## config.mk

```make
export PLATFORM = sky130hd
export DESIGN_NAME = wshb_arbiter_flat
export DESIGN_NICKNAME = d
export VERILOG_FILES = /design/src/rtl/wshb_arbiter_pkg.sv /design/src/rtl/wshb_arbiter_if.sv /design/src/rtl/wshb_arbiter.sv /design/src/flat_wrapper.sv
export SDC_FILE = /design/constraint.sdc
export NUM_CORES = 1
export LEC_CHECK = 0
export ABC_AREA = 1
export ABC_CLOCK_PERIOD_IN_PS = 2400
export CAP_MARGIN = 20
export CELL_PAD_IN_SITES_DETAIL_PLACEMENT = 2
export CELL_PAD_IN_SITES_GLOBAL_PLACEMENT = 2
export CORE_MARGIN = 3
export CORE_UTILIZATION = 10
export CTS_BUF_LIST = sky130_fd_sc_hd__clkbuf_16
export DETAILED_ROUTE_END_ITERATION = 6
export PLACE_DENSITY_LB_ADDON = 0.1
export SYNTH_ARGS = -nofsm -noshare
export SYNTH_HDL_FRONTEND = slang
export SYNTH_SLANG_ARGS = --single-unit
```

## constraint.sdc

```tcl
create_clock -name clk -period 2.4 [get_ports clk]
set_clock_uncertainty 0.2 [all_clocks]
set_input_delay 0.48 -clock clk [delete_from_list [all_inputs] [get_ports clk]]
set_output_delay 0.48 -clock clk [all_outputs]
set_load 0.02 [all_outputs]
```

## src/rtl/wshb_arbiter_pkg.sv

```systemverilog
// ---------------------------------------------------------------------------
// wshb_arb_pkg
// Shared types and widths for the two-master Wishbone arbiter.
//   arb_state_t : arbiter owner state (IDLE / OWN0 / OWN1)
//   CTI_W, BTE_W, SEL_W, DAT_W : Wishbone field widths
//   state_grant : maps a state to its one-hot grant vector
// ---------------------------------------------------------------------------
package wshb_arb_pkg;

  localparam int CTI_W = 3;
  localparam int BTE_W = 2;
  localparam int SEL_W = 4;
  localparam int DAT_W = 32;

  // The encoding is chosen so that the state bits are already the one-hot
  // grant vector, so decoding grant costs nothing.
  typedef enum logic [1:0] {
    IDLE = 2'b00,
    OWN0 = 2'b01,
    OWN1 = 2'b10
  } arb_state_t;

  function automatic logic [1:0] state_grant(arb_state_t st);
    logic [1:0] g;
    g = 2'b00;
    case (st)
      OWN0:    g = 2'b01;
      OWN1:    g = 2'b10;
      default: g = 2'b00;
    endcase
    return g;
  endfunction

endpackage

```

## src/rtl/wshb_arbiter_if.sv

```systemverilog
// ---------------------------------------------------------------------------
// wshb_arbiter_if
// One Wishbone B4 classic/registered-feedback link.
//   master modport : drives cyc/stb/we/adr/dat_ms/sel/cti/bte, receives
//                    ack/dat_sm
//   slave modport  : the mirror image
// Parameter AW sets the address width.
// ---------------------------------------------------------------------------
interface wshb_arbiter_if #(
  parameter int AW = 32
);
  import wshb_arb_pkg::*;

  logic             cyc;
  logic             stb;
  logic             we;
  logic [AW-1:0]    adr;
  logic [DAT_W-1:0] dat_ms;
  logic [SEL_W-1:0] sel;
  logic [CTI_W-1:0] cti;
  logic [BTE_W-1:0] bte;
  logic             ack;
  logic [DAT_W-1:0] dat_sm;

  modport master (
    output cyc, stb, we, adr, dat_ms, sel, cti, bte,
    input  ack, dat_sm
  );

  modport slave (
    input  cyc, stb, we, adr, dat_ms, sel, cti, bte,
    output ack, dat_sm
  );

endinterface

```

## src/rtl/wshb_arbiter.sv

```systemverilog
// ---------------------------------------------------------------------------
// wshb_arbiter
// Two-master round-robin Wishbone arbiter in front of one shared slave
// (master 0 = VGA frame reader, master 1 = frame writer, slave = SDRAM ctrl).
// A master keeps the bus while it holds cyc; if the other master is waiting,
// the owner is preempted on the ack that completes its QUANTUM-th access.
//
// Ports
//   clk   : Wishbone bus clock
//   rst_n : synchronous active-low reset
//   m0    : master 0 link (slave modport, arbiter acts as its slave)
//   m1    : master 1 link
//   s     : shared slave link (master modport)
//   grant : one-hot current owner, 00 = idle
// Parameters
//   QUANTUM : acks per tenure while the other master is requesting
//   AW      : address width
// ---------------------------------------------------------------------------
module wshb_arbiter
  import wshb_arb_pkg::*;
#(
  parameter int QUANTUM = 64,
  parameter int AW      = 32
) (
  input  logic                 clk,
  input  logic                 rst_n,
  wshb_arbiter_if.slave        m0,
  wshb_arbiter_if.slave        m1,
  wshb_arbiter_if.master       s,
  output logic [1:0]           grant
);

  localparam int CNT_W = $clog2(QUANTUM + 1);
  localparam logic [CNT_W-1:0] CNT_MAX = CNT_W'(QUANTUM);
  localparam logic [CNT_W-1:0] CNT_PRE = CNT_W'(QUANTUM - 1);
  localparam logic [CNT_W-1:0] CNT_ONE = CNT_W'(1);
  localparam logic [AW-1:0]    ADR_ZERO = '0;

  arb_state_t       state_q;
  logic [CNT_W-1:0] ack_cnt_q;
  logic             last_q;

  // Owner FSM. Besides the state it tracks the number of acks in the
  // current tenure and which master was granted last. Release (owner drops
  // cyc) is tested before preemption, so a simultaneous release+ack simply
  // follows the release rule. Preemption uses ">=" rather than "==" so that
  // an owner whose counter already saturated while alone still yields on its
  // next ack once the other master starts requesting.
  always_ff @(posedge clk) begin
    if (!rst_n) begin
      state_q   <= IDLE;
      ack_cnt_q <= '0;
      last_q    <= 1'b1;
    end else begin
      unique case (state_q)
        IDLE: begin
          if (m0.cyc && (!m1.cyc || last_q)) begin
            state_q   <= OWN0;
            last_q    <= 1'b0;
            ack_cnt_q <= '0;
          end else if (m1.cyc) begin
            state_q   <= OWN1;
            last_q    <= 1'b1;
            ack_cnt_q <= '0;
          end
        end
        OWN0: begin
          if (!m0.cyc) begin
            ack_cnt_q <= '0;
            if (m1.cyc) begin
              state_q <= OWN1;
              last_q  <= 1'b1;
            end else begin
              state_q <= IDLE;
            end
          end else if (s.ack && m1.cyc && (ack_cnt_q >= CNT_PRE)) begin
            state_q   <= OWN1;
            last_q    <= 1'b1;
            ack_cnt_q <= '0;
          end else if (s.ack && (ack_cnt_q != CNT_MAX)) begin
            ack_cnt_q <= ack_cnt_q + CNT_ONE;
          end
        end
        OWN1: begin
          if (!m1.cyc) begin
            ack_cnt_q <= '0;
            if (m0.cyc) begin
              state_q <= OWN0;
              last_q  <= 1'b0;
            end else begin
              state_q <= IDLE;
            end
          end else if (s.ack && m0.cyc && (ack_cnt_q >= CNT_PRE)) begin
            state_q   <= OWN0;
            last_q    <= 1'b0;
            ack_cnt_q <= '0;
          end else if (s.ack && (ack_cnt_q != CNT_MAX)) begin
            ack_cnt_q <= ack_cnt_q + CNT_ONE;
          end
        end
        default: begin
          state_q   <= IDLE;
          ack_cnt_q <= '0;
        end
      endcase
    end
  end

  assign grant = state_grant(state_q);

  // Bus mux. Only the registered state selects, so a master's cyc never
  // reaches the slave in the same cycle it rises. Read data is broadcast;
  // the ack tells each master whether the data is meant for it.
  always_comb begin
    s.cyc     = 1'b0;
    s.stb     = 1'b0;
    s.we      = 1'b0;
    s.adr     = ADR_ZERO;
    s.dat_ms  = '0;
    s.sel     = '0;
    s.cti     = '0;
    s.bte     = '0;
    m0.ack    = 1'b0;
    m1.ack    = 1'b0;
    m0.dat_sm = s.dat_sm;
    m1.dat_sm = s.dat_sm;
    case (state_q)
      OWN0: begin
        s.cyc    = m0.cyc;
        s.stb    = m0.stb;
        s.we     = m0.we;
        s.adr    = m0.adr;
        s.dat_ms = m0.dat_ms;
        s.sel    = m0.sel;
        s.cti    = m0.cti;
        s.bte    = m0.bte;
        m0.ack   = s.ack;
      end
      OWN1: begin
        s.cyc    = m1.cyc;
        s.stb    = m1.stb;
        s.we     = m1.we;
        s.adr    = m1.adr;
        s.dat_ms = m1.dat_ms;
        s.sel    = m1.sel;
        s.cti    = m1.cti;
        s.bte    = m1.bte;
        m1.ack   = s.ack;
      end
      default: begin
      end
    endcase
  end

endmodule

```

## src/flat_wrapper.sv

```systemverilog
// flat-port wrapper written by rule: the top's interface ports become plain ports
module wshb_arbiter_flat import wshb_arb_pkg::*;
#(
  parameter int QUANTUM = 64,
  parameter int AW      = 32
)
  (clk, rst_n, grant, m0_cyc, m0_stb, m0_we, m0_adr, m0_dat_ms, m0_sel, m0_cti, m0_bte, m0_ack, m0_dat_sm, m1_cyc, m1_stb, m1_we, m1_adr, m1_dat_ms, m1_sel, m1_cti, m1_bte, m1_ack, m1_dat_sm, s_cyc, s_stb, s_we, s_adr, s_dat_ms, s_sel, s_cti, s_bte, s_ack, s_dat_sm);
  wshb_arbiter_if #(.AW(AW)) m0_i ();
  wshb_arbiter_if #(.AW(AW)) m1_i ();
  wshb_arbiter_if #(.AW(AW)) s_i ();
  input  logic clk;
  input  logic rst_n;
  output logic [1:0] grant;
  input wire logic [$bits(m0_i.cyc)-1:0] m0_cyc;
  input wire logic [$bits(m0_i.stb)-1:0] m0_stb;
  input wire logic [$bits(m0_i.we)-1:0] m0_we;
  input wire logic [$bits(m0_i.adr)-1:0] m0_adr;
  input wire logic [$bits(m0_i.dat_ms)-1:0] m0_dat_ms;
  input wire logic [$bits(m0_i.sel)-1:0] m0_sel;
  input wire logic [$bits(m0_i.cti)-1:0] m0_cti;
  input wire logic [$bits(m0_i.bte)-1:0] m0_bte;
  output wire logic [$bits(m0_i.ack)-1:0] m0_ack;
  output wire logic [$bits(m0_i.dat_sm)-1:0] m0_dat_sm;
  input wire logic [$bits(m1_i.cyc)-1:0] m1_cyc;
  input wire logic [$bits(m1_i.stb)-1:0] m1_stb;
  input wire logic [$bits(m1_i.we)-1:0] m1_we;
  input wire logic [$bits(m1_i.adr)-1:0] m1_adr;
  input wire logic [$bits(m1_i.dat_ms)-1:0] m1_dat_ms;
  input wire logic [$bits(m1_i.sel)-1:0] m1_sel;
  input wire logic [$bits(m1_i.cti)-1:0] m1_cti;
  input wire logic [$bits(m1_i.bte)-1:0] m1_bte;
  output wire logic [$bits(m1_i.ack)-1:0] m1_ack;
  output wire logic [$bits(m1_i.dat_sm)-1:0] m1_dat_sm;
  output wire logic [$bits(s_i.cyc)-1:0] s_cyc;
  output wire logic [$bits(s_i.stb)-1:0] s_stb;
  output wire logic [$bits(s_i.we)-1:0] s_we;
  output wire logic [$bits(s_i.adr)-1:0] s_adr;
  output wire logic [$bits(s_i.dat_ms)-1:0] s_dat_ms;
  output wire logic [$bits(s_i.sel)-1:0] s_sel;
  output wire logic [$bits(s_i.cti)-1:0] s_cti;
  output wire logic [$bits(s_i.bte)-1:0] s_bte;
  input wire logic [$bits(s_i.ack)-1:0] s_ack;
  input wire logic [$bits(s_i.dat_sm)-1:0] s_dat_sm;
  assign m0_i.cyc = m0_cyc;
  assign m0_i.stb = m0_stb;
  assign m0_i.we = m0_we;
  assign m0_i.adr = m0_adr;
  assign m0_i.dat_ms = m0_dat_ms;
  assign m0_i.sel = m0_sel;
  assign m0_i.cti = m0_cti;
  assign m0_i.bte = m0_bte;
  assign m0_ack = m0_i.ack;
  assign m0_dat_sm = m0_i.dat_sm;
  assign m1_i.cyc = m1_cyc;
  assign m1_i.stb = m1_stb;
  assign m1_i.we = m1_we;
  assign m1_i.adr = m1_adr;
  assign m1_i.dat_ms = m1_dat_ms;
  assign m1_i.sel = m1_sel;
  assign m1_i.cti = m1_cti;
  assign m1_i.bte = m1_bte;
  assign m1_ack = m1_i.ack;
  assign m1_dat_sm = m1_i.dat_sm;
  assign s_cyc = s_i.cyc;
  assign s_stb = s_i.stb;
  assign s_we = s_i.we;
  assign s_adr = s_i.adr;
  assign s_dat_ms = s_i.dat_ms;
  assign s_sel = s_i.sel;
  assign s_cti = s_i.cti;
  assign s_bte = s_i.bte;
  assign s_i.ack = s_ack;
  assign s_i.dat_sm = s_dat_sm;
  wshb_arbiter #(.QUANTUM(QUANTUM), .AW(AW)) u_core (.clk(clk), .rst_n(rst_n), .m0(m0_i), .m1(m1_i), .s(s_i), .grant(grant));
endmodule
```

After elaboration in Yosys (flattened, before gate mapping)
Index checks and enable logic that the tools add are counted.

Register bits: 10. Bits in latches: 0. Memory bits (writable): 0. Memory bits (read-only): 0. Input bits: 187. Output and inout bits: 144. Memories kept: 0.

$add $sub $neg: 1. $mul: 0. Div/mod/pow operators: 0. $lt $le $gt $ge: 1. Equality and inequality tests: 7. Shift-type cells: 0. Multiplexer cells: 36. Bitwise operators: 0. Reductions and logical operators: 12.

Operators with widths (count): 32-bit case mux with 2 select lines (2); 7-bit 2-to-1 mux (7); 7-bit case mux with 3 select lines (1); 2-bit 2-to-1 mux (7); 1-bit 2-to-1 mux (10); 3-bit by 2-bit inequality test with 1-bit output, second input constant (3); 2-bit case mux with 2 select lines (2); 4-bit case mux with 2 select lines (1); 7-bit by 1-bit adder with 7-bit output, second input constant (1); 7-bit by 6-bit greater-or-equal comparator with 1-bit output, second input constant (1); 7-bit inequality test, second input constant (1); 1-bit logical AND (6); 1-bit case mux with 2 select lines (3); 2-bit case mux with 3 select lines (1); 3-bit case mux with 2 select lines (1); 4-bit AND reduction (1); 3-bit inequality test, second input constant (1); 1-bit case mux with 3 select lines (1); 3-bit AND reduction (1); 3-bit nonzero test (1); 2-bit by 1-bit equality test with 1-bit output, second input constant (1); 2-bit equality test, second input constant (1); 2-bit zero test (1); 1-bit zero test (1); 1-bit logical OR (1).

Depth between registers and ports, before layout
Gate-level depths: netlist of run 1.

Depth in word-level cells: 6. Mapped depth: 11. Gate-level depth less buffers: 11.

Worst setup path after synthesis of run 1
OpenSTA, ideal clock, no wires.

Path type: register to output. Start: reg u_core.state_q[1]. End: out s_adr[26]. Data arrival time: 1.631 ns. Setup slack: 0.089 ns. Stages on the path, launching flop included: 8. Buffers on the path: 3. Path through: dfxtp_1 inv_1 ha_1 buf_2 buf_2 buf_2 nand2_1 a21oi_1.

Word-level cells in the longest chain between the ends: 2.

Ends and longest elaborated chain: start: declaration (line wshb_arbiter.sv:39) `arb_state_t state_q;`; start signal: assignment (line wshb_arbiter.sv:51) `state_q <= IDLE;`; start signal: assignment (line wshb_arbiter.sv:58) `state_q <= OWN0;`; start signal: assignment (line wshb_arbiter.sv:62) `state_q <= OWN1;`; 2-bit equality test or 2-bit by 1-bit equality test with 1-bit output (tied branches) (line wshb_arbiter.sv:127) `case (state_q)`; 32-bit case mux with 2 select lines * (line wshb_arbiter.sv:127); end: declaration (line flat_wrapper.sv:37) `output wire logic [$bits(s_i.adr)-1:0] s_adr;`.

Every way passes the cells marked *; elsewhere a longest branch is shown, timed or not.

Worst setup path in the final report of run 1
Start: reg u_core.state_q[1]. End: out s_dat_ms[31].

Word-level cells in the longest chain between the ends: 2.

Ends and longest elaborated chain: 2-bit equality test or 2-bit by 1-bit equality test with 1-bit output (tied branches) (line wshb_arbiter.sv:127); 32-bit case mux with 2 select lines * (line wshb_arbiter.sv:127); end: declaration (line flat_wrapper.sv:38) `output wire logic [$bits(s_i.dat_ms)-1:0] s_dat_ms;`.

Marks and branches as above.

==> metrics.txt, run 1 <==
# TYPE chip_impl_metric gauge
chip_impl_metric{name="avgSynthCellArea",unit="um^2"} 5.324
chip_impl_metric{name="num_antenna_cells",unit=""} 0
chip_impl_metric{name="nets",unit=""} 801
chip_impl_info{name="setup.worst_path.start_class",value="register"} 1
chip_impl_metric{name="antenna_violating_nets_remaining",unit=""} 0
chip_impl_metric{name="synth_compound_area_share",unit="%"} 20.91
chip_impl_info{name="cpLargestDelayFamily",value="buffers and inverters"} 1
chip_impl_metric{name="yosys-mux-area-fraction",unit="%"} 0
chip_impl_metric{name="synth.yosys.seq_area_share",unit="%"} 8.644
chip_impl_metric{name="floorplan.initialDensity",unit="%"} 10.20
chip_impl_metric{name="irDropWorstVdd",unit="mV"} 0.3438
chip_impl_metric{name="grt_use_met2",unit="%"} 19.17
chip_impl_metric{name="cells_after_synthesis",unit=""} 435
chip_impl_info{name="layout_commonest_cell",value="sky130_fd_sc_hd__nand2_1"} 1
chip_impl_info{name="criticalPathCategory",value="register to output port"} 1
chip_impl_info{name="outcome",value="complete, no violations"} 1
chip_impl_info{name="worst_hold_path_type",value="register to register"} 1
chip_impl_metric{name="clock_sink_count",unit=""} 10
chip_impl_metric{name="drive_gt1_share",unit="%"} 20.63
chip_impl_metric{name="fin_hold_ws",unit="ns"} 0.2593
chip_impl_metric{name="required",unit="ns"} 1.72
chip_impl_metric{name="period_share",unit="%"} 95.00
chip_impl_metric{name="place.port_buffers",unit=""} 234
chip_impl_info{name="tritoncts",value="done"} 1
chip_impl_metric{name="die_h",unit="um"} 158.2
chip_impl_metric{name="synth_simple_gate_area_share",unit="%"} 36.84
chip_impl_metric{name="place.gp.congestion",unit=""} 0.7009
chip_impl_metric{name="timing.final.crit_period",unit="ns"} 2.280
chip_impl_metric{name="maxSlewHeadroom",unit="%"} 84.85
chip_impl_metric{name="wl_per_cell",unit="um"} 16.37
chip_impl_metric{name="ctsHtreeMaxLevel",unit=""} 1
chip_impl_metric{name="syn-cell-area",unit="um^2"} 2316
chip_impl_metric{name="grt_max_degree",unit=""} 39
chip_impl_metric{name="critPathBufInv",unit=""} 4
chip_impl_metric{name="flow.area_growth_from_synthesis",unit="%"} 93.52
chip_impl_metric{name="max-clock-path-buffers",unit=""} 2
chip_impl_metric{name="core-area",unit="um^2"} 22710
chip_impl_metric{name="fraction_of_registers_with_async_set_reset",unit="%"} 0
chip_impl_metric{name="dpl_hpwl",unit="mm"} 11.26
chip_impl_metric{name="vias_per_cell",unit=""} 3.815
chip_impl_metric{name="first_global_vias",unit=""} 3672
chip_impl_metric{name="synth_nets",unit=""} 629
chip_impl_info{name="cp_cell_sequence",value="inv_2, ha_4, clkinv_4, buf_12, a21oi_1, buf_2"} 1
chip_impl_info{name="cts_root_buffer",value="sky130_fd_sc_hd__clkbuf_16"} 1
chip_impl_metric{name="ff_latch_area",unit="um^2"} 202.7
chip_impl_metric{name="grt_pass1_wl",unit="mm"} 20.96
chip_impl_info{name="critPathCaptureType",value="output port"} 1
chip_impl_metric{name="final.fill_count",unit=""} 2724
chip_impl_metric{name="met3_track_demand_over_resource_in_global_routing",unit="%"} 2.542
chip_impl_metric{name="cts.reportedPaths.clkPinSlew",unit="ns"} 0.04
chip_impl_metric{name="number_of_enable_flip_flop_cells_after_synthesis",unit=""} 0
chip_impl_info{name="commonest_cells_after_routing_fill_and_taps_aside",value="sky130_fd_sc_hd__nand2_1, sky130_fd_sc_hd__clkdlybuf4s50_1, sky130_fd_sc_hd__a21oi_1"} 1
chip_impl_metric{name="totalWireLength",unit="mm"} 14.58
chip_impl_metric{name="cp_max_fo",unit=""} 24
chip_impl_metric{name="post_route_total_power",unit="W"} 0.004292
chip_impl_metric{name="track_usage",unit="%"} 10.52
chip_impl_metric{name="detailedRoute.firstIterationViolations",unit=""} 82
chip_impl_metric{name="route.vias.total",unit=""} 3399
chip_impl_metric{name="io-pin-count",unit=""} 331
chip_impl_metric{name="crit_path_max_incr_delay",unit="ns"} 0.36
chip_impl_info{name="timing.critical_path.slowest_stage_cell",value="sky130_fd_sc_hd__dfxtp_2"} 1
chip_impl_metric{name="post_synth_xor_xnor_area",unit="%"} 0
chip_impl_metric{name="cts_buffers",unit=""} 3
chip_impl_metric{name="finalSetupViolations",unit=""} 0
chip_impl_info{name="synth_top_family_by_area",value="simple AND/OR/NAND/NOR gates"} 1
chip_impl_info{name="busiest_layer",value="met2"} 1
chip_impl_metric{name="multi_input_area",unit="um^2"} 1463
chip_impl_metric{name="power_leakage",unit="nW"} 1.855
chip_impl_metric{name="synth-warning-count",unit=""} 0
chip_impl_metric{name="grtUsageMet1",unit="%"} 12.41
chip_impl_metric{name="fp.dieW",unit="um"} 158.2
chip_impl_info{name="synth_top_flop_cell",value="sky130_fd_sc_hd__dfxtp_1"} 1
chip_impl_metric{name="dieArea",unit="um^2"} 25020
chip_impl_metric{name="clk-insertion-delay-late",unit="ns"} 0.24
chip_impl_metric{name="synth_adder_area_share",unit="%"} 3.782
chip_impl_metric{name="route.detailed.drc",unit=""} 0
chip_impl_metric{name="globalRouteOverflowTotal",unit=""} 0
chip_impl_metric{name="timing.max_cap.violations",unit=""} 0
chip_impl_info{name="rsz0062_at_grt",value="no"} 1
chip_impl_metric{name="power.density",unit="nW/um^2"} 957.6
chip_impl_metric{name="count_of_unique_library_cells_instantiated_by_yosys",unit=""} 26
chip_impl_metric{name="hold_viol_final",unit=""} 0
chip_impl_metric{name="maxSlewViolCount",unit=""} 0
chip_impl_metric{name="dr.pass1.iters",unit=""} 4
chip_impl_metric{name="grt_antenna_before_repair",unit=""} 0
chip_impl_metric{name="fp-row-count",unit=""} 55
chip_impl_metric{name="max_slew.worst_pin.slew",unit="ns"} 0.2270
chip_impl_metric{name="postSynthRegisterBits",unit=""} 10
chip_impl_metric{name="fmax",unit="MHz"} 438.6
chip_impl_metric{name="timing.critical_path.arrival",unit="ns"} 1.60
-- tightest hold or removal path, cell delays in order, from the launching register on --
cell and delay [ns]:
sky130_fd_sc_hd__dfxtp_1 0.32, sky130_fd_sc_hd__nand2_1 0.05, sky130_fd_sc_hd__nand3_1 0.05
-- per-stage QoR --
| step | utilization, % | cells | setup TNS (ns) | setup WS [ns] | cell area [um^2] |
|---|---|---|---|---|---|
| after floorplan | - | 435 | 0 | 0.08850 | 2316 |
| after global placement | 20.49 | 884 | -4.831 | -0.2154 | 4653 |
| after detailed placement | 20.49 | 884 | -7.137 | -0.2521 | 4653 |
| after CTS | 19.72 | 891 | -0.08670 | -0.07667 | 4479 |
| after global routing | 19.74 | 891 | 0 | 0.0003727 | 4482 |
| final | 19.74 | 891 | 0 | 0.1199 | 4482 |
-- worst paths after layout --
check | end | slack [ns] | startpoint | depth (start not counted)
worst max-delay path | s_dat_ms[31] | 0.12 | u_core.state_q[1] | 6
worst min-delay path | u_core.last_q | 0.26 | u_core.last_q | 2
worst max register to register | u_core.state_q[0] | 0.62 | u_core.state_q[0] | 9
worst min register to register | u_core.last_q | 0.26 | u_core.last_q | 2
-- synth_stat cells, drive strengths merged, types with 2 or more instances --
master | instances | area share, %
a21oi | 81 | 18
buf | 80 | 24
clkbuf | 11 | 1.8
dfxtp | 10 | 8.6
ha | 7 | 3.8
inv | 24 | 3.9
nand2 | 177 | 29
nand3 | 13 | 3.3
nor2 | 17 | 3.5
o21ai | 7 | 1.5
o21bai | 2 | 0.65
o22ai | 3 | 1.1
-- where the power goes --
part / leakage, nW / switching, W / internal (W)
clock network: 0.0385 / 0.0000870 / 0.000219
logic: 1.73 / 0.00230 / 0.00146
registers: 0.0820 / 0.0000293 / 0.000199
total: 1.86 / 0.00241 / 0.00188
-- cells by family after synthesis --
| logic type | after synthesis |
|---|---|
| and+or+nand+nor | 209 |
| buffers and inverters | 116 |
| AOI/OAI and AO/OA | 93 |
| DFF | 10 |
| adders and majority gates | 7 |
-- routing by layer --
layer | share of wire, % | up-vias
met3 | 9.0 | 17
met5 | 0 | -
met2 | 49 | 172
met4 | 1.5 | 0
met1 | 40 | 1561
li1 | - | 1649
-- final cells by class --
class / count / area share [%]
Timing Repair Buffer: 258 / 50.92
Sequential cell: 10 / 4.523
Tap cell: 285 / 7.956
Inverter: 25 / 2.205
Clock buffer: 3 / 1.675
Multi-Input combinational cell: 309 / 32.64
Clock inverter: 1 / 0.08375
-- repair_timing --
action	CTS	global route
gates cloned	2	0
pin swaps	0	1
hold buffers	0	0
hold endpoints to repair	0	0
gates resized for setup	314	6
setup endpoints to repair	79	39
setup buffers	1	0
-- state kept, by name, indices dropped and copies added (netlist names) --
register          cells
u_core.last_q         1
u_core.state_q        2
u_core.ack_cnt_q      7
No activity file was read; power rests on OpenSTA's default activity.
==> run 2: changes to the inputs <==
Settings changed: GPL_TIMING_DRIVEN from default to 0.
==> metrics.txt, run 2 (synthesized netlist as in run 1, its figures left out) <==
# TYPE chip_impl_metric gauge
chip_impl_metric{name="fp-row-count",unit=""} 55
chip_impl_metric{name="final.fill_count",unit=""} 2744
chip_impl_metric{name="ctsHtreeMaxLevel",unit=""} 1
chip_impl_metric{name="ff_latch_area",unit="um^2"} 207.7
chip_impl_metric{name="power.density",unit="nW/um^2"} 826.0
chip_impl_metric{name="route.detailed.drc",unit=""} 0
chip_impl_info{name="rsz0062_at_grt",value="yes"} 1
chip_impl_metric{name="cts_buffers",unit=""} 3
chip_impl_metric{name="drive_gt1_share",unit="%"} 29.85
chip_impl_metric{name="vias_per_cell",unit=""} 3.848
chip_impl_metric{name="clock_sink_count",unit=""} 10
chip_impl_info{name="reg_top3",value="u_core.ack_cnt_q: 7 flops, u_core.state_q: 2 flops, u_core.last_q: 1 flops"} 1
chip_impl_info{name="criticalPathCategory",value="register to output port"} 1
chip_impl_metric{name="flow.area_growth_from_synthesis",unit="%"} 151.2
chip_impl_metric{name="timing.final.crit_period",unit="ns"} 2.331
chip_impl_info{name="setup.worst_path.start_class",value="register"} 1
chip_impl_info{name="commonest_cells_after_routing_fill_and_taps_aside",value="sky130_fd_sc_hd__clkdlybuf4s50_1, sky130_fd_sc_hd__nand2_1, sky130_fd_sc_hd__buf_4"} 1
chip_impl_info{name="layout_commonest_cell",value="sky130_fd_sc_hd__clkdlybuf4s50_1"} 1
chip_impl_metric{name="grt_antenna_before_repair",unit=""} 1
chip_impl_metric{name="dieArea",unit="um^2"} 25020
chip_impl_metric{name="max_slew.worst_pin.slew",unit="ns"} 0.2692
chip_impl_metric{name="track_usage",unit="%"} 12.05
chip_impl_metric{name="clk-insertion-delay-late",unit="ns"} 0.24
chip_impl_metric{name="grt_pass1_wl",unit="mm"} 23.99
chip_impl_metric{name="floorplan.initialDensity",unit="%"} 10.20
chip_impl_metric{name="max-clock-path-buffers",unit=""} 2
chip_impl_metric{name="fmax",unit="MHz"} 428.9
chip_impl_metric{name="postCtsHoldBufs",unit=""} 0
chip_impl_info{name="worst_hold_path_type",value="register to register"} 1
chip_impl_metric{name="fp.dieW",unit="um"} 158.2
chip_impl_metric{name="detailedRoute.firstIterationViolations",unit=""} 81
chip_impl_metric{name="cts.reportedPaths.clkPinSlew",unit="ns"} 0.04
chip_impl_metric{name="maxSlewHeadroom",unit="%"} 81.99
chip_impl_metric{name="num_antenna_cells",unit=""} 0
chip_impl_metric{name="post_route_total_power",unit="W"} 0.004805
chip_impl_metric{name="multi_input_area",unit="um^2"} 1560
chip_impl_metric{name="totalWireLength",unit="mm"} 16.99
chip_impl_info{name="cp_cell_sequence",value="inv_4, ha_4, clkinv_4, buf_6, buf_6, a21oi_1, buf_4"} 1
chip_impl_metric{name="io-pin-count",unit=""} 331
chip_impl_info{name="max_flop_register",value="u_core.ack_cnt_q"} 1
chip_impl_metric{name="largest_register_ff_count",unit=""} 7
chip_impl_metric{name="nets",unit=""} 933
chip_impl_metric{name="place.port_buffers",unit=""} 297
chip_impl_info{name="timing.critical_path.slowest_stage_cell",value="sky130_fd_sc_hd__dfxtp_4"} 1
chip_impl_metric{name="power_leakage",unit="nW"} 2.408
chip_impl_metric{name="die_h",unit="um"} 158.2
chip_impl_metric{name="maxSlewViolCount",unit=""} 0
chip_impl_metric{name="dr.pass1.iters",unit=""} 4
chip_impl_metric{name="antenna_violating_nets_remaining",unit=""} 0
chip_impl_info{name="tritoncts",value="done"} 1
chip_impl_metric{name="place.gp.congestion",unit=""} 0.7357
chip_impl_metric{name="timing.critical_path.arrival",unit="ns"} 1.65
chip_impl_metric{name="dpl_hpwl",unit="mm"} 14.67
chip_impl_metric{name="finalSetupViolations",unit=""} 0
chip_impl_metric{name="wl_per_cell",unit="um"} 16.63
chip_impl_metric{name="required",unit="ns"} 1.72
chip_impl_info{name="critical_path.most_common_cell",value="sky130_fd_sc_hd__buf_6"} 1
chip_impl_metric{name="globalRouteOverflowTotal",unit=""} 0
chip_impl_metric{name="core-area",unit="um^2"} 22710
chip_impl_metric{name="route.vias.total",unit=""} 3933
chip_impl_metric{name="first_global_vias",unit=""} 4318
chip_impl_metric{name="post-route-worst-setup-slack",unit="ns"} 0.06871
chip_impl_metric{name="crit_path_max_incr_delay",unit="ns"} 0.38
chip_impl_metric{name="hold_viol_final",unit=""} 0
chip_impl_metric{name="grt_max_degree",unit=""} 11
chip_impl_metric{name="cp_max_fo",unit=""} 10
chip_impl_metric{name="dpl_worst_slack",unit="ns"} -0.7483
chip_impl_metric{name="irDropWorstVdd",unit="mV"} 0.2593
chip_impl_info{name="critPathCaptureType",value="output port"} 1
chip_impl_info{name="outcome",value="complete, no violations"} 1
chip_impl_info{name="cts_root_buffer",value="sky130_fd_sc_hd__clkbuf_16"} 1
chip_impl_metric{name="timing.max_cap.violations",unit=""} 0
chip_impl_metric{name="period_share",unit="%"} 97.14
-- run 2: metrics by stage --
| stage | hold slack, ns | area [um^2] | cells | utilization (%) | TNS (ns) |
|---|---|---|---|---|---|
| floorplan | 0.2285 | 2316 | 435 | - | 0 |
| global placement | 0.2465 | 5645 | 1017 | 24.86 | -44.75 |
| detailed placement | 0.2510 | 5645 | 1017 | 24.86 | -45.48 |
| CTS | 0.2627 | 5714 | 1021 | 25.16 | -0.01316 |
| global route | 0.3118 | 5817 | 1022 | 25.61 | -0.09147 |
| finish | 0.2554 | 5817 | 1022 | 25.61 | 0 |
-- run 2: routing by layer --
metal | routed length (um) | up-vias | part of all wire (%) | global-route usage, %
met5 | 10 | - | 0.059 | 0
met4 | 122 | 2 | 0.72 | 1.270
met3 | 1205 | 8 | 7.1 | 2.652
met2 | 9114 | 181 | 54 | 23.63
met1 | 6539 | 1830 | 38 | 13.64
li1 | - | 1912 | - | -
-- run 2: worst paths after layout --
kind | start | end | slack, ns | cells past startpoint
worst max-delay path | u_core.state_q[1] | s_dat_ms[24] | 0.07 | 7
worst min-delay path | u_core.last_q | u_core.last_q | 0.26 | 2
worst max register to register | u_core.state_q[0] | u_core.state_q[0] | 0.74 | 8
worst min register to register | u_core.last_q | u_core.last_q | 0.26 | 2
-- run 2: timing repair --
item	CTS	global route
endpoints found under the setup margin	78	73
pin swaps	1	0
buffers inserted	1	1
resized for setup	389	77
-- run 2: final cells by class --
| class | count | share of cell area, % |
|---|---|---|
| sequential | 10 | 3.571 |
| clock buffer | 3 | 1.291 |
| timing repair buffer | 299 | 47.00 |
| buffer | 91 | 13.40 |
| tap | 285 | 6.130 |
| multi-input combinational | 309 | 26.82 |
| inverter | 25 | 1.785 |
-- run 2: critical path: cells and delay by family, from the launching register on --
family          cells  cell delay, ns
buf+inv             5            0.59
flops               1            0.38
fa+ha+maj           1            0.29
compound gates      1            0.14
-- run 2: power breakdown --
part	internal [W]	switching, W
Sequential	0.000206	0.0000432
Clock	0.000216	0.0000779
Combinational	0.00176	0.00250
==> run 3: changes to the inputs <==
Settings changed: CORE_MARGIN 3 to default.
==> metrics.txt, run 3 (synthesized netlist as in run 1, its figures left out) <==
# TYPE chip_impl_metric gauge
chip_impl_metric{name="antenna_violating_nets_remaining",unit=""} 0
chip_impl_metric{name="fmax",unit="MHz"} 431.9
chip_impl_metric{name="dr.pass1.iters",unit=""} 4
chip_impl_metric{name="netSwitchingPower",unit="W"} 0.002666
chip_impl_metric{name="dieArea",unit="um^2"} 23770
chip_impl_metric{name="clock_power_share",unit="%"} 6.0
chip_impl_metric{name="dpl_hpwl",unit="mm"} 13.71
chip_impl_metric{name="detailedRoute.firstIterationViolations",unit=""} 72
chip_impl_metric{name="ctsHtreeMaxLevel",unit=""} 1
chip_impl_metric{name="core-area",unit="um^2"} 22710
chip_impl_info{name="commonest_cells_after_routing_fill_and_taps_aside",value="sky130_fd_sc_hd__clkdlybuf4s50_1, sky130_fd_sc_hd__nand2_1, sky130_fd_sc_hd__buf_4"} 1
chip_impl_info{name="outcome",value="complete, no violations"} 1
chip_impl_metric{name="fp-row-count",unit=""} 55
chip_impl_metric{name="max-clock-path-buffers",unit=""} 2
chip_impl_metric{name="floorplan.initialDensity",unit="%"} 10.20
chip_impl_metric{name="fp.dieW",unit="um"} 154.2
chip_impl_metric{name="multi_input_area",unit="um^2"} 1564
chip_impl_info{name="critPathCaptureType",value="output port"} 1
chip_impl_metric{name="drive_gt1_share",unit="%"} 30.18
chip_impl_metric{name="totalWireLength",unit="mm"} 16.30
chip_impl_info{name="criticalPathCategory",value="register to output port"} 1
chip_impl_metric{name="dpl_worst_slack",unit="ns"} -0.8116
chip_impl_metric{name="timing.critical_path.arrival",unit="ns"} 1.64
chip_impl_metric{name="internal-power",unit="W"} 0.002286
chip_impl_metric{name="route.detailed.drc",unit=""} 0
chip_impl_metric{name="track_usage",unit="%"} 12.84
chip_impl_metric{name="placedCellCount",unit=""} 1017
chip_impl_metric{name="power.sequential.fraction",unit="%"} 4.9
chip_impl_info{name="layout_commonest_cell",value="sky130_fd_sc_hd__clkdlybuf4s50_1"} 1
chip_impl_metric{name="timing.final.crit_period",unit="ns"} 2.315
chip_impl_metric{name="flow.area_growth_from_synthesis",unit="%"} 155.2
chip_impl_metric{name="cts_buffers",unit=""} 3
chip_impl_info{name="max_flop_register",value="u_core.ack_cnt_q"} 1
chip_impl_info{name="worst_hold_path_type",value="register to register"} 1
chip_impl_metric{name="post_route_total_power",unit="W"} 0.004952
chip_impl_metric{name="timing.max_cap.violations",unit=""} 0
chip_impl_metric{name="final.fill_count",unit=""} 2723
chip_impl_metric{name="cp_max_fo",unit=""} 10
chip_impl_info{name="reg_top3",value="u_core.ack_cnt_q: 7 flops, u_core.state_q: 2 flops, u_core.last_q: 1 flops"} 1
chip_impl_metric{name="max_slew.worst_pin.slew",unit="ns"} 0.2793
chip_impl_metric{name="period_share",unit="%"} 96.48
chip_impl_metric{name="vias_per_cell",unit=""} 3.864
chip_impl_metric{name="clk-insertion-delay-late",unit="ns"} 0.24
chip_impl_metric{name="post-route-worst-setup-slack",unit="ns"} 0.08456
chip_impl_metric{name="final-instance-count-excl-fill",unit=""} 1025
chip_impl_metric{name="power_leakage",unit="nW"} 2.433
chip_impl_metric{name="largest_register_ff_count",unit=""} 7
chip_impl_metric{name="wl_per_cell",unit="um"} 15.90
chip_impl_metric{name="grt_pass1_wl",unit="mm"} 24.25
chip_impl_metric{name="maxSlewViolCount",unit=""} 0
chip_impl_metric{name="nets",unit=""} 935
chip_impl_metric{name="ff_latch_area",unit="um^2"} 207.7
chip_impl_info{name="tritoncts",value="done"} 1
chip_impl_metric{name="grt_max_degree",unit=""} 11
chip_impl_info{name="cts_root_buffer",value="sky130_fd_sc_hd__clkbuf_16"} 1
chip_impl_metric{name="place.gp.congestion",unit=""} 0.7166
chip_impl_metric{name="grt_antenna_before_repair",unit=""} 1
chip_impl_metric{name="maxSlewHeadroom",unit="%"} 81.32
chip_impl_metric{name="cts.reportedPaths.clkPinSlew",unit="ns"} 0.04
chip_impl_metric{name="power_frac_comb",unit="%"} 89.1
chip_impl_metric{name="globalRouteOverflowTotal",unit=""} 0
chip_impl_metric{name="io-pin-count",unit=""} 331
chip_impl_metric{name="irDropWorstVdd",unit="mV"} 0.2280
chip_impl_metric{name="p_sw_share",unit="%"} 53.83
chip_impl_metric{name="hold_viol_final",unit=""} 0
chip_impl_metric{name="required",unit="ns"} 1.72
chip_impl_info{name="setup.worst_path.start_class",value="register"} 1
chip_impl_metric{name="first_global_vias",unit=""} 4324
chip_impl_metric{name="finalSetupViolations",unit=""} 0
chip_impl_metric{name="power.density",unit="nW/um^2"} 837.9
chip_impl_metric{name="place.port_buffers",unit=""} 297
chip_impl_metric{name="route.vias.total",unit=""} 3961
chip_impl_metric{name="clock_sink_count",unit=""} 10
chip_impl_metric{name="die_h",unit="um"} 154.2
[run 3: changes by cell type in the layout (fill, tap and decap cells not counted), moves of 2 or more]
cell	delta
sky130_fd_sc_hd__buf_4	-5
sky130_fd_sc_hd__buf_6	+7
sky130_fd_sc_hd__buf_12	+3
sky130_fd_sc_hd__buf_2	-2
sky130_fd_sc_hd__a21oi_2	+2
[run 3: area by class of cell]
type / count / share of cell area (%)
timing repair buffer: 301 / 47.22
multi-input combinational: 309 / 26.47
buffer: 91 / 13.70
tap: 285 / 6.034
sequential: 10 / 3.515
inverter: 25 / 1.757
clock buffer: 3 / 1.270
antenna: 1 / 0.04235
[run 3: what timing repair did]
action / 4_1_cts / 5_1_grt
resized for setup: 386 / 102
pin swaps: 1 / 0
endpoints found under the setup margin: 78 / 74
buffers inserted: 0 / 4
hold buffers: 0 / 0
[run 3: power groups by stage]
| stage | Combinational [W] | Sequential [W] | Clock, W |
|---|---|---|---|
| 2_1_floorplan | 0.00207 | 0.000220 | 0 |
| 3_3_place_gp | 0.00390 | 0.000227 | 0 |
| 3_5_place_dp | 0.00397 | 0.000228 | 0 |
| 4_1_cts | 0.00413 | 0.000240 | 0.000306 |
| 5_1_grt | 0.00484 | 0.000248 | 0.000318 |
| 6_report | 0.00441 | 0.000242 | 0.000297 |
[run 3: path summary, 6_finish.rpt]
kind,from,endpoint,slack [ns],cells past startpoint
hold reg to reg,u_core.last_q,u_core.last_q,0.26,2
setup / recovery,u_core.state_q[0],s_dat_ms[13],0.08,7
setup reg to reg,u_core.state_q[1],u_core.state_q[1],0.70,8
hold / removal,u_core.last_q,u_core.last_q,0.26,2
[run 3: worst max-delay path, stage by stage (launching register included)]
cell and delay, ns:
sky130_fd_sc_hd__dfxtp_4 0.38, sky130_fd_sc_hd__inv_4 0.05, sky130_fd_sc_hd__ha_4 0.28, sky130_fd_sc_hd__clkinv_4 0.08
sky130_fd_sc_hd__buf_6 0.15, sky130_fd_sc_hd__buf_6 0.15, sky130_fd_sc_hd__a21oi_1 0.13, sky130_fd_sc_hd__buf_4 0.17
[run 3: per-stage QoR]
stage               setup TNS, ns  cell area, um^2  util (%)  hold slack [ns]
global placement           -45.58             5645     24.86           0.2473
CTS                      -0.02565             5689     25.05           0.2645
finish                          0             5909     26.02           0.2555
global route            -0.002130             5909     26.02           0.2988
detailed placement         -49.18             5645     24.86           0.2545
floorplan                       0             2316         -           0.2285
[run 3: per-layer routing]
| metal | GRT usage, % | part of all wire [%] | up-vias |
|---|---|---|---|
| li1 | - | - | 1920 |
| met1 | 13.72 | 37 | 1857 |
| met5 | 0 | 0 | - |
| met2 | 25.48 | 54 | 176 |
| met4 | 1.524 | 0.82 | 0 |
| met3 | 3.418 | 8.8 | 8 |
